[src/rtl/riscv_exc_responder_if.sv]
// Exception responder bus: exception req/ack, LSU drain status, debug halt/resume and
// the PC-redirect / pipeline-stall controls driven back into IF/ID.
interface riscv_exc_responder_if;
  logic       fetch_enable_i;
  logic       exc_req_i;
  logic       exc_ack_o;
  logic       eret_insn_i;
  logic       id_valid_i;
  logic       data_req_pending_i;
  logic       dbg_halt_i;
  logic       dbg_resume_i;
  logic       pc_set_o;
  logic [1:0] pc_mux_o;
  logic       halt_if_o;
  logic       halt_id_o;
  logic       save_epc_o;
  logic       csr_restore_o;
  logic       drain_timeout_o;

  // The responder (this block) sees the _i signals as inputs.
  modport slave (
    input  fetch_enable_i, exc_req_i, eret_insn_i, id_valid_i,
           data_req_pending_i, dbg_halt_i, dbg_resume_i,
    output exc_ack_o, pc_set_o, pc_mux_o, halt_if_o, halt_id_o,
           save_epc_o, csr_restore_o, drain_timeout_o
  );

  modport master (
    output fetch_enable_i, exc_req_i, eret_insn_i, id_valid_i,
           data_req_pending_i, dbg_halt_i, dbg_resume_i,
    input  exc_ack_o, pc_set_o, pc_mux_o, halt_if_o, halt_id_o,
           save_epc_o, csr_restore_o, drain_timeout_o
  );
endinterface

[src/rtl/riscv_exc_responder.sv]
// Exception req/ack responder: boot PC set, LSU drain with timeout, eret and debug halt.
// Optional feature: RISCV_EXC_CNT_EN adds the saturating exc_cnt_o acknowledge counter.
module riscv_exc_responder #(
  parameter int DRAIN_TIMEOUT = 16
`ifdef RISCV_EXC_CNT_EN
  , parameter int CNT_W = 16
`endif
) (
  input  logic                       clk,
  input  logic                       rst_n,
  riscv_exc_responder_if.slave       bus
`ifdef RISCV_EXC_CNT_EN
  , output logic [CNT_W-1:0]         exc_cnt_o
`endif
);

  localparam int CW = (DRAIN_TIMEOUT > 1) ? $clog2(DRAIN_TIMEOUT) : 1;
  localparam logic [CW-1:0] DRAIN_LAST = CW'(DRAIN_TIMEOUT - 1);

  localparam logic [1:0] PC_BOOT      = 2'b00;
  localparam logic [1:0] PC_EXCEPTION = 2'b01;
  localparam logic [1:0] PC_ERET      = 2'b10;

  typedef enum logic [1:0] {S_BOOT, S_RUN, S_DRAIN, S_DBG_HALT} state_e;

  state_e        r_state;
  state_e        w_next;
  logic [CW-1:0] r_drain_cnt;
  logic          r_drain_timeout;
  logic          w_ack;
  logic          w_pc_set;
  logic [1:0]    w_pc_mux;
  logic          w_halt;
  logic          w_csr_restore;
  logic          w_drain_last;

  assign w_drain_last = (r_drain_cnt == DRAIN_LAST);

  // Outputs are Mealy: the ack and the RUN-state stall must appear in the request cycle.
  always_comb begin
    // NOTE: every always_comb output gets a default first, so no path can infer a latch.
    w_next        = r_state;
    w_ack         = 1'b0;
    w_pc_set      = 1'b0;
    w_pc_mux      = PC_BOOT;
    w_halt        = 1'b1;
    w_csr_restore = 1'b0;
    unique case (r_state)
      S_BOOT: begin
        if (bus.fetch_enable_i) begin
          w_pc_set = 1'b1;
          w_next   = S_RUN;
        end
      end
      S_RUN: begin
        w_halt = 1'b0;
        if (bus.exc_req_i) begin
          if (!bus.data_req_pending_i) begin
            w_ack    = 1'b1;
            w_pc_set = 1'b1;
            w_pc_mux = PC_EXCEPTION;
          end else begin
            w_halt = 1'b1;
            w_next = S_DRAIN;
          end
        end else if (bus.dbg_halt_i) begin
          w_halt = 1'b1;
          w_next = S_DBG_HALT;
        end else if (bus.eret_insn_i && bus.id_valid_i) begin
          w_pc_set      = 1'b1;
          w_csr_restore = 1'b1;
          w_pc_mux      = PC_ERET;
        end
      end
      S_DRAIN: begin
        if (!bus.data_req_pending_i || w_drain_last) begin
          w_ack    = 1'b1;
          w_pc_set = 1'b1;
          w_pc_mux = PC_EXCEPTION;
          w_next   = S_RUN;
        end
      end
      S_DBG_HALT: begin
        if (bus.dbg_resume_i) w_next = S_RUN;
      end
      default: w_next = S_BOOT;
    endcase
  end

  // NOTE: sequential state uses non-blocking assignments so every register samples pre-edge values.
  always_ff @(posedge clk or negedge rst_n) begin
    if (!rst_n) begin
      r_state         <= S_BOOT;
      r_drain_cnt     <= '0;
      r_drain_timeout <= 1'b0;
    end else begin
      r_state     <= w_next;
      // Counter is zero on the first DRAIN cycle because it is cleared in every other state.
      r_drain_cnt <= (r_state == S_DRAIN) ? r_drain_cnt + 1'b1 : '0;
      if (r_state == S_DRAIN && bus.data_req_pending_i && w_drain_last)
        r_drain_timeout <= 1'b1;
    end
  end

  assign bus.exc_ack_o       = w_ack;
  assign bus.save_epc_o      = w_ack;
  assign bus.pc_set_o        = w_pc_set;
  assign bus.pc_mux_o        = w_pc_mux;
  assign bus.halt_if_o       = w_halt;
  assign bus.halt_id_o       = w_halt;
  assign bus.csr_restore_o   = w_csr_restore;
  assign bus.drain_timeout_o = r_drain_timeout;

`ifdef RISCV_EXC_CNT_EN
  logic [CNT_W-1:0] r_exc_cnt;

  always_ff @(posedge clk or negedge rst_n) begin
    if (!rst_n)                        r_exc_cnt <= '0;
    else if (w_ack && r_exc_cnt != '1) r_exc_cnt <= r_exc_cnt + 1'b1;
  end

  assign exc_cnt_o = r_exc_cnt;
`endif

`ifndef SYNTHESIS
  // The requester must hold exc_req_i until it is acknowledged.
  a_req_held_in_drain : assert property (@(posedge clk) disable iff (!rst_n)
    (r_state == S_DRAIN) |-> bus.exc_req_i)
    else $error("exc_req_i dropped before acknowledge during DRAIN");
`endif

endmodule

[src/flat_wrapper.sv]
// flat-port wrapper written by rule: the top's interface ports become plain ports
module riscv_exc_responder_flat 
#(
  parameter int DRAIN_TIMEOUT = 16

)
  (clk, rst_n, bus_fetch_enable_i, bus_exc_req_i, bus_eret_insn_i, bus_id_valid_i, bus_data_req_pending_i, bus_dbg_halt_i, bus_dbg_resume_i, bus_exc_ack_o, bus_pc_set_o, bus_pc_mux_o, bus_halt_if_o, bus_halt_id_o, bus_save_epc_o, bus_csr_restore_o, bus_drain_timeout_o);
  riscv_exc_responder_if bus_i ();
  input  logic clk;
  input  logic rst_n;
  input wire logic [$bits(bus_i.fetch_enable_i)-1:0] bus_fetch_enable_i;
  input wire logic [$bits(bus_i.exc_req_i)-1:0] bus_exc_req_i;
  input wire logic [$bits(bus_i.eret_insn_i)-1:0] bus_eret_insn_i;
  input wire logic [$bits(bus_i.id_valid_i)-1:0] bus_id_valid_i;
  input wire logic [$bits(bus_i.data_req_pending_i)-1:0] bus_data_req_pending_i;
  input wire logic [$bits(bus_i.dbg_halt_i)-1:0] bus_dbg_halt_i;
  input wire logic [$bits(bus_i.dbg_resume_i)-1:0] bus_dbg_resume_i;
  output wire logic [$bits(bus_i.exc_ack_o)-1:0] bus_exc_ack_o;
  output wire logic [$bits(bus_i.pc_set_o)-1:0] bus_pc_set_o;
  output wire logic [$bits(bus_i.pc_mux_o)-1:0] bus_pc_mux_o;
  output wire logic [$bits(bus_i.halt_if_o)-1:0] bus_halt_if_o;
  output wire logic [$bits(bus_i.halt_id_o)-1:0] bus_halt_id_o;
  output wire logic [$bits(bus_i.save_epc_o)-1:0] bus_save_epc_o;
  output wire logic [$bits(bus_i.csr_restore_o)-1:0] bus_csr_restore_o;
  output wire logic [$bits(bus_i.drain_timeout_o)-1:0] bus_drain_timeout_o;
  assign bus_i.fetch_enable_i = bus_fetch_enable_i;
  assign bus_i.exc_req_i = bus_exc_req_i;
  assign bus_i.eret_insn_i = bus_eret_insn_i;
  assign bus_i.id_valid_i = bus_id_valid_i;
  assign bus_i.data_req_pending_i = bus_data_req_pending_i;
  assign bus_i.dbg_halt_i = bus_dbg_halt_i;
  assign bus_i.dbg_resume_i = bus_dbg_resume_i;
  assign bus_exc_ack_o = bus_i.exc_ack_o;
  assign bus_pc_set_o = bus_i.pc_set_o;
  assign bus_pc_mux_o = bus_i.pc_mux_o;
  assign bus_halt_if_o = bus_i.halt_if_o;
  assign bus_halt_id_o = bus_i.halt_id_o;
  assign bus_save_epc_o = bus_i.save_epc_o;
  assign bus_csr_restore_o = bus_i.csr_restore_o;
  assign bus_drain_timeout_o = bus_i.drain_timeout_o;
  riscv_exc_responder #(.DRAIN_TIMEOUT(DRAIN_TIMEOUT)) u_core (.clk(clk), .rst_n(rst_n), .bus(bus_i));
endmodule
[config.mk]
export PLATFORM = sky130hd
export DESIGN_NAME = riscv_exc_responder_flat
export DESIGN_NICKNAME = d
export VERILOG_FILES = /design/src/rtl/riscv_exc_responder_if.sv /design/src/rtl/riscv_exc_responder.sv /design/src/flat_wrapper.sv
export SDC_FILE = /design/constraint.sdc
export NUM_CORES = 1
export LEC_CHECK = 0
export BUFFER_PORTS_ARGS = -buffer_cell sky130_fd_sc_hd__buf_2
export CORE_AREA = 5 5 42 44
export CTS_BUF_LIST = sky130_fd_sc_hd__clkbuf_16
export DETAILED_ROUTE_END_ITERATION = 8
export DIE_AREA = 0 0 47 49
export GPL_ROUTABILITY_DRIVEN = 0
export PLACE_DENSITY = 0.56
export SLEW_MARGIN = 5
export SYNTH_ARGS = -nofsm -noshare
export SYNTH_HDL_FRONTEND = slang
export SYNTH_SLANG_ARGS = --single-unit
[constraint.sdc]
create_clock -name clk -period 1.8 [get_ports clk]
set_input_delay 0.27 -clock clk [delete_from_list [all_inputs] [get_ports clk]]
set_output_delay 0.27 -clock clk [all_outputs]
set_load 0.02 [all_outputs]
==> results of run 1 <==
-- cells by family after synthesis --
logic type               share of synthesized area, %
buffers and inverters                            10.1
AND/OR/NAND/NOR                                  18.8
flip-flops                                       39.2
adder cells (fa/ha/maj)                          14.0
XOR/XNOR                                         3.92
AO/OA/AOI/OAI                                    8.96
multiplexers                                     5.04
-- worst register-to-register path, stage by stage, from the launching register on --
cell,delay (ps)
dfrtp_1,370
buf_4,120
buf_4,100
ha_1,180
inv_1,60
o2111ai_1,260
mux2_2,370
-- routing by layer --
layer,GRT usage (%),vias to the layer above
met5,0,-
met4,4.15,0
met3,2.21,0
met2,16.5,16
met1,8.78,177
li1,-,189
-- synthesized netlist by cell type --
cell / number / area [um2]
dfrtp_1: 7 / 175
ha_1: 5 / 62.6
buf_4: 4 / 30.0
inv_1: 4 / 15.0
and2_1: 3 / 18.8
nand2_1: 3 / 11.3
nand3_1: 3 / 15.0
nor2_1: 3 / 11.3
a21oi_1: 2 / 10.0
mux2_2: 2 / 22.5
nor2b_1: 2 / 12.5
and4_1: 1 / 8.76
nand2b_1: 1 / 6.26
o2111ai_1: 1 / 8.76
o21ai_0: 1 / 5.00
o21ai_2: 1 / 8.76
o21bai_1: 1 / 7.51
xnor2_1: 1 / 8.76
xor2_1: 1 / 8.76
-- cells in the final DEF (no fill, tap or decap) --
master	count
dfrtp_2	1
nand3_1	2
a21oi_2	1
buf_4	7
o21bai_1	1
inv_1	4
inv_2	1
mux2_2	2
nor2b_1	2
buf_2	13
nor2_2	1
and4_4	1
o2111ai_1	1
nand2_1	3
xor2_1	1
nor2_1	2
xnor2_1	1
dfrtp_1	6
nand3_2	1
ha_4	2
clkbuf_16	3
a21oi_1	1
ha_1	3
dlygate4sd3_1	1
and2_1	3
nand2b_1	1
o21ai_2	2
-- stage by stage --
step	hold WS [ps]	instance area, um2	total power [W]	setup slack, ps
6_report	324	687	0.00100	133
5_1_grt	346	687	0.00108	17.4
4_1_cts	319	658	0.000969	12.2
3_5_place_dp	111	522	0.000504	201
3_3_place_gp	110	522	0.000502	256
2_1_floorplan	-25.6	447	0.000442	66.4
-- registers in the layout (all words and copies together) (netlist names) --
| signal | count |
|---|---|
| u_core.r_drain_cnt | 4 |
| u_core.r_state | 2 |
| u_core.bus.drain_timeout_o | 1 |
-- path summary, 6_finish.rpt --
check / startpoint / to / slack, ps / cells past startpoint
worst max-delay path: u_core.r_state[1] / bus_pc_mux_o[0] / 130 / 7
max in group asynchronous: rst_n / u_core.r_state[0] / 1230 / 2
worst min register to register: u_core.r_drain_cnt[0] / u_core.r_drain_cnt[0] / 460 / 1
worst min-delay path: bus_data_req_pending_i / u_core.bus.drain_timeout_o / 320 / 3
min in group asynchronous: rst_n / u_core.r_drain_cnt[2] / 410 / 2
worst max register to register: u_core.r_state[1] / u_core.r_state[1] / 230 / 6
-- timing repair --
item,4_1_cts,5_1_grt
setup endpoints to repair,4,4
endpoints found under the hold margin,7,0
resized for setup,8,8
buffers inserted,2,1
cloned,0,0
hold buffers,1,0
pin swaps,1,2
-- area by class of cell --
cell class / count / area, um2
Inverter: 4 / 15.0
Clock inverter: 1 / 3.75
Clock buffer: 3 / 75.1
Timing Repair Buffer: 21 / 128
Sequential cell: 7 / 176
Fill cell: 140 / 714
Tap cell: 16 / 20.0
Multi-Input combinational cell: 31 / 269
-- report_power, final --
group	leakage (nW)	switching, W	total (W)	internal (W)
logic	0.220	0.000211	0.000415	0.000204
registers	0.0910	0.0000283	0.000216	0.000188
clock network	0.0423	0.0000837	0.000373	0.000289
==> impl_metrics.yaml, run 1 <==
clock_tree:
  htreeDepth: 1
  root_buffer: "clkbuf_16"
  cts_buffers: 3
  path_clk_slew_ps: 40
  cts_buffer_depth: 2
  clk_latency_ps: 230
  cts_tree: "built"
  clock_sinks: 7
floorplanning:
  num_rows: 14
  die_h_um: 49
  die_x_um: 47
  io_pins: 18
  start_util_pct: 31.9
  core_um2: 1400
  dieArea_um2: 2300
sta:
  tightest_slew_ps: 262
  grt_setup_unrepaired: "false"
  finalMaxSlewViolations: 0
  clock_skew_ps: 0.550
  fmax_ghz: 0.600
  post-route-min-period_ps: 1670
  period_share_pct: 92.6
  hold_viol_final: 0
  setup_violations: 0
  slew_headroom_pct: 82.5
  tns_ps: 0
synth:
  netlist_area_um2: 447
  synth_cell_types: 19
  syn_nets: 60
  yosysSeqAreaShare_pct: 39.2
  yosys_warnings: 0
  synth-seq-cells: 7
  syn_avg_cell_area_um2: 9.71
  netlist_instances: 46
routing:
  wl_per_cell_um: 11.6
  wl_met2_um: 493
  m1WireLength_um: 361
  vias_per_cell: 4.60
  drcViolationCount: 0
  drt_pass1_iterations: 2
  topRoutingLayerUsed: "met3"
  detail_route.iter0.violations: 2
  wl_met3_um: 111
  postRouteAntennaNets: 0
  routed_wl_um: 965
  num_vias: 382
worst_hold_path:
  min_path_type: "in -> reg"
worst_setup_path:
  cp_num_buf_inv: 2
  worstPathMaxFanout: 4
  start_kind: "register"
  cpPeakStageDelay_ps: 390
  crit_chain: "inv_2 > ha_4 > nand2_1 > nor2_1 > o21ai_2 > nor2_2 > buf_4"
  crit_path_end_kind: "output port"
  crit_family: "flip-flops"
  crit_required_ps: 1530
  cp.arrival_ps: 1400
  worst_path_max_delay_cell: "dfrtp_1"
  crit_type: "reg -> out"
layout:
  finalNonFillerCells: 83
  layout-drive-gt1-share_pct: 52.2
  syn_to_final_growth_pct: 53.8
  diodes: 0
  fin_nets: 82
  utilization_pct: 49.0
run_status:
  status: "completed"
place:
  dp_hpwl_um: 686
  dp.cells: 75
  io_buffers: 17
pwr:
  power_density_nw_per_um2: 1460
  leakage_nw: 0.353
  peakVddDrop_mv: 0.691
grt:
  antenna_found_initial: 0
  grt_pass1_wl_um: 1510
  grt_usage_pct: 9.01
  grt.overflow.total: 0
  grt_start_max_net_pins: 8
  grt_pass1_vias: 396
run:
  cap_violations: 0
(Power assumes the default switching activity.)
==> inputs of run 2 (changes only) <==
- ABC_AREA: default -> 1
- PLACE_DENSITY: 0.56 -> 0.6
- SETUP_SLACK_MARGIN: default -> 0.05
==> run 2 against run 1 <==
Net effect:
- sequential cell count is the same
- utilization increased by 3.8 points
- synthesized cell count up 39%
- total power grew 15%
==> impl_metrics.yaml, run 2 <==
run_status:
  status: "completed"
worst_setup_path:
  worst_path_max_delay_cell: "dfrtp_1"
  cpPeakStageDelay_ps: 410
  cp.arrival_ps: 1450
  crit_path_end_kind: "output port"
  worstPathMaxFanout: 4
  crit_type: "reg -> out"
  crit_chain: "buf_4 > ha_2 > inv_1 > o21ai_2 > nand2_2 > a21oi_2 > buf_4"
  crit_required_ps: 1530
  cp_common_cell: "buf_4"
  start_kind: "register"
place:
  io_buffers: 17
  place_ws_ps: 239
  place_area_um2: 576
  dp_hpwl_um: 749
layout:
  fin_area_um2: 741
  syn_to_final_growth_pct: 48.7
  fin_nets: 102
  diodes: 0
  utilization_pct: 52.9
  final_common_cell: "nand2_1"
  largest_register_ffs: 4
  final_cell_mix: "nand2_1 (15), buf_2 (13), inv_1 (12)"
  top_register: "u_core.r_drain_cnt"
  layout-drive-gt1-share_pct: 42.5
synth:
  synth_xor_area_share_pct: 1.76
  synth_top_family_by_area: "simple AND/OR/NAND/NOR gates"
  synth_cell_types: 17
  synth-simple-area-share_pct: 27.6
  syn_nets: 78
  synth.area.top_cells: "dfrtp_1 (35%), ha_1 (13%), nand2_1 (11%)"
  synth_edf_count: 0
  yosys_warnings: 0
  yosysTopAreaCell: "dfrtp_1"
  ys_top_cells_by_count: "nand2_1 (15), inv_1 (12), dfrtp_1 (7), ha_1 (5)"
  netlist_area_um2: 498
  yosys-mux-area-fraction_pct: 0
  synth-adder-area-share_pct: 12.6
  netlist_instances: 64
  yosysSeqAreaShare_pct: 35.2
  synth-compound-area-share_pct: 7.04
  synthArstFlopShare_pct: 100
  yosysMostFrequentCell: "nand2_1"
  synth-seq-cells: 7
  syn_avg_cell_area_um2: 7.78
  synth_ff_type: "dfrtp_1"
  synth.top_cell.area_share_pct: 35.2
pwr:
  power_w: 0.00115
  p_sw_share_pct: 36.4
  intPower_w: 0.000732
  leakage_nw: 0.445
  switchingPower_w: 0.000419
  pwr-share-clk_pct: 31.7
  power_density_nw_per_um2: 1550
  comb_power_share_pct: 48.8
  seqPwrFrac_pct: 19.5
  peakVddDrop_mv: 0.957
clock_tree:
  htreeDepth: 1
  clock_sinks: 7
  clk_latency_ps: 230
  cts_buffer_depth: 2
  path_clk_slew_ps: 30
  cts_tree: "built"
  cts_buffers: 3
  root_buffer: "clkbuf_16"
floorplanning:
  io_pins: 18
  start_util_pct: 35.5
  num_rows: 14
  die_h_um: 49
  core_um2: 1400
  dieArea_um2: 2300
  die_x_um: 47
worst_hold_path:
  min_path_type: "in -> reg"
sta:
  worst_slack_ps: 77.8
  whs_ps: 361
  fmax_ghz: 0.581
  grt_setup_unrepaired: "true"
  post-route-min-period_ps: 1720
  period_share_pct: 95.7
  tightest_slew_ps: 136
  hold_viol_final: 0
  finalMaxSlewViolations: 0
  setup_violations: 0
  clock_skew_ps: 0.847
  slew_headroom_pct: 90.8
routing:
  vias_per_cell: 4.33
  drt_pass1_iterations: 4
  detail_route.iter0.violations: 2
  postRouteAntennaNets: 0
  wl_per_cell_um: 9.94
  routed_wl_um: 1020
  drcViolationCount: 0
  num_vias: 446
grt:
  grt_usage_pct: 10.4
  grt_start_max_net_pins: 8
  grt_pass1_wl_um: 1660
  grt.overflow.total: 0
  antenna_found_initial: 0
  grt_pass1_vias: 398
run:
  cap_violations: 0
run 2: cell count changes in the layout (fill, tap and decap cells not counted), moves of 2 or more:
cell,before,now
nand2_2,0,2
nand4_1,0,2
inv_1,4,12
and2_1,3,0
mux2_2,2,0
nor2b_1,2,0
nand2_1,3,15
run 2: layout make-up:
class | instances | area (um2)
clock buffers | 3 | 75.1
repair buffers | 23 | 146
fillers | 139 | 661
well taps | 16 | 20.0
multi-input cells | 40 | 272
flip-flops and latches | 7 | 175
clock inverters | 1 | 3.75
inverters | 13 | 48.8
run 2: power by group through the flow:
stage | logic [W] | clock network, W | registers, W
final | 0.000562 | 0.000365 | 0.000224
after global routing | 0.000614 | 0.000391 | 0.000230
after CTS | 0.000470 | 0.000373 | 0.000219
after detailed placement | 0.000405 | 0 | 0.000224
after global placement | 0.000408 | 0 | 0.000225
after floorplan | 0.000330 | 0 | 0.000219
run 2: timing repair:
item                                    in CTS  in global routing
gates resized for setup                      3                  8
pin swaps                                    0                  3
endpoints found under the setup margin       4                  4
buffers inserted                             2                  3
hold buffers                                 1                  0
hold endpoints to repair                     7                  0
run 2: kinds of logic after synthesis:
logic type | count (synthesis)
and+or+nand+nor | 29
buffers and inverters | 17
DFF | 7
AOI/OAI and AO/OA | 5
adders and majority gates | 5
xor gates and xnor gates | 1
run 2: critical path, delay by kind of cell (launching register included):
kind,cells,cell delay (ps)
AO/OA/AOI/OAI,2,130
buffers and inverters,3,410
AND/OR/NAND/NOR,1,100
adder cells (fa/ha/maj),1,170
flip-flops,1,410
run 2: worst paths after layout:
path	end	slack, ps	from	depth (start not counted)
min in group asynchronous	u_core.r_drain_cnt[2]	400	rst_n	2
min	u_core.bus.drain_timeout_o	360	bus_data_req_pending_i	3
min reg2reg	u_core.r_drain_cnt[0]	460	u_core.r_drain_cnt[0]	1
max reg2reg	u_core.r_state[1]	400	u_core.r_state[1]	9
max in group asynchronous	u_core.r_state[1]	1260	rst_n	2
max	bus_pc_set_o	80	u_core.r_state[1]	7
run 2: per-layer routing:
| layer | global-route usage [%] | vias up | wire length (um) |
|---|---|---|---|
| met2 | 15.8 | 15 | 499 |
| met4 | 8.29 | 0 | 25 |
| met1 | 10.4 | 191 | 403 |
| met3 | 4.43 | 2 | 96 |
| li1 | - | 238 | - |
| met5 | 0 | - | 0 |
run 2: through the flow:
step / TNS (ps) / cells
after floorplan: 0 / 64
after global placement: 0 / 93
after detailed placement: 0 / 93
after CTS: 0 / 100
after global routing: -42.1 / 103
final: 0 / 103
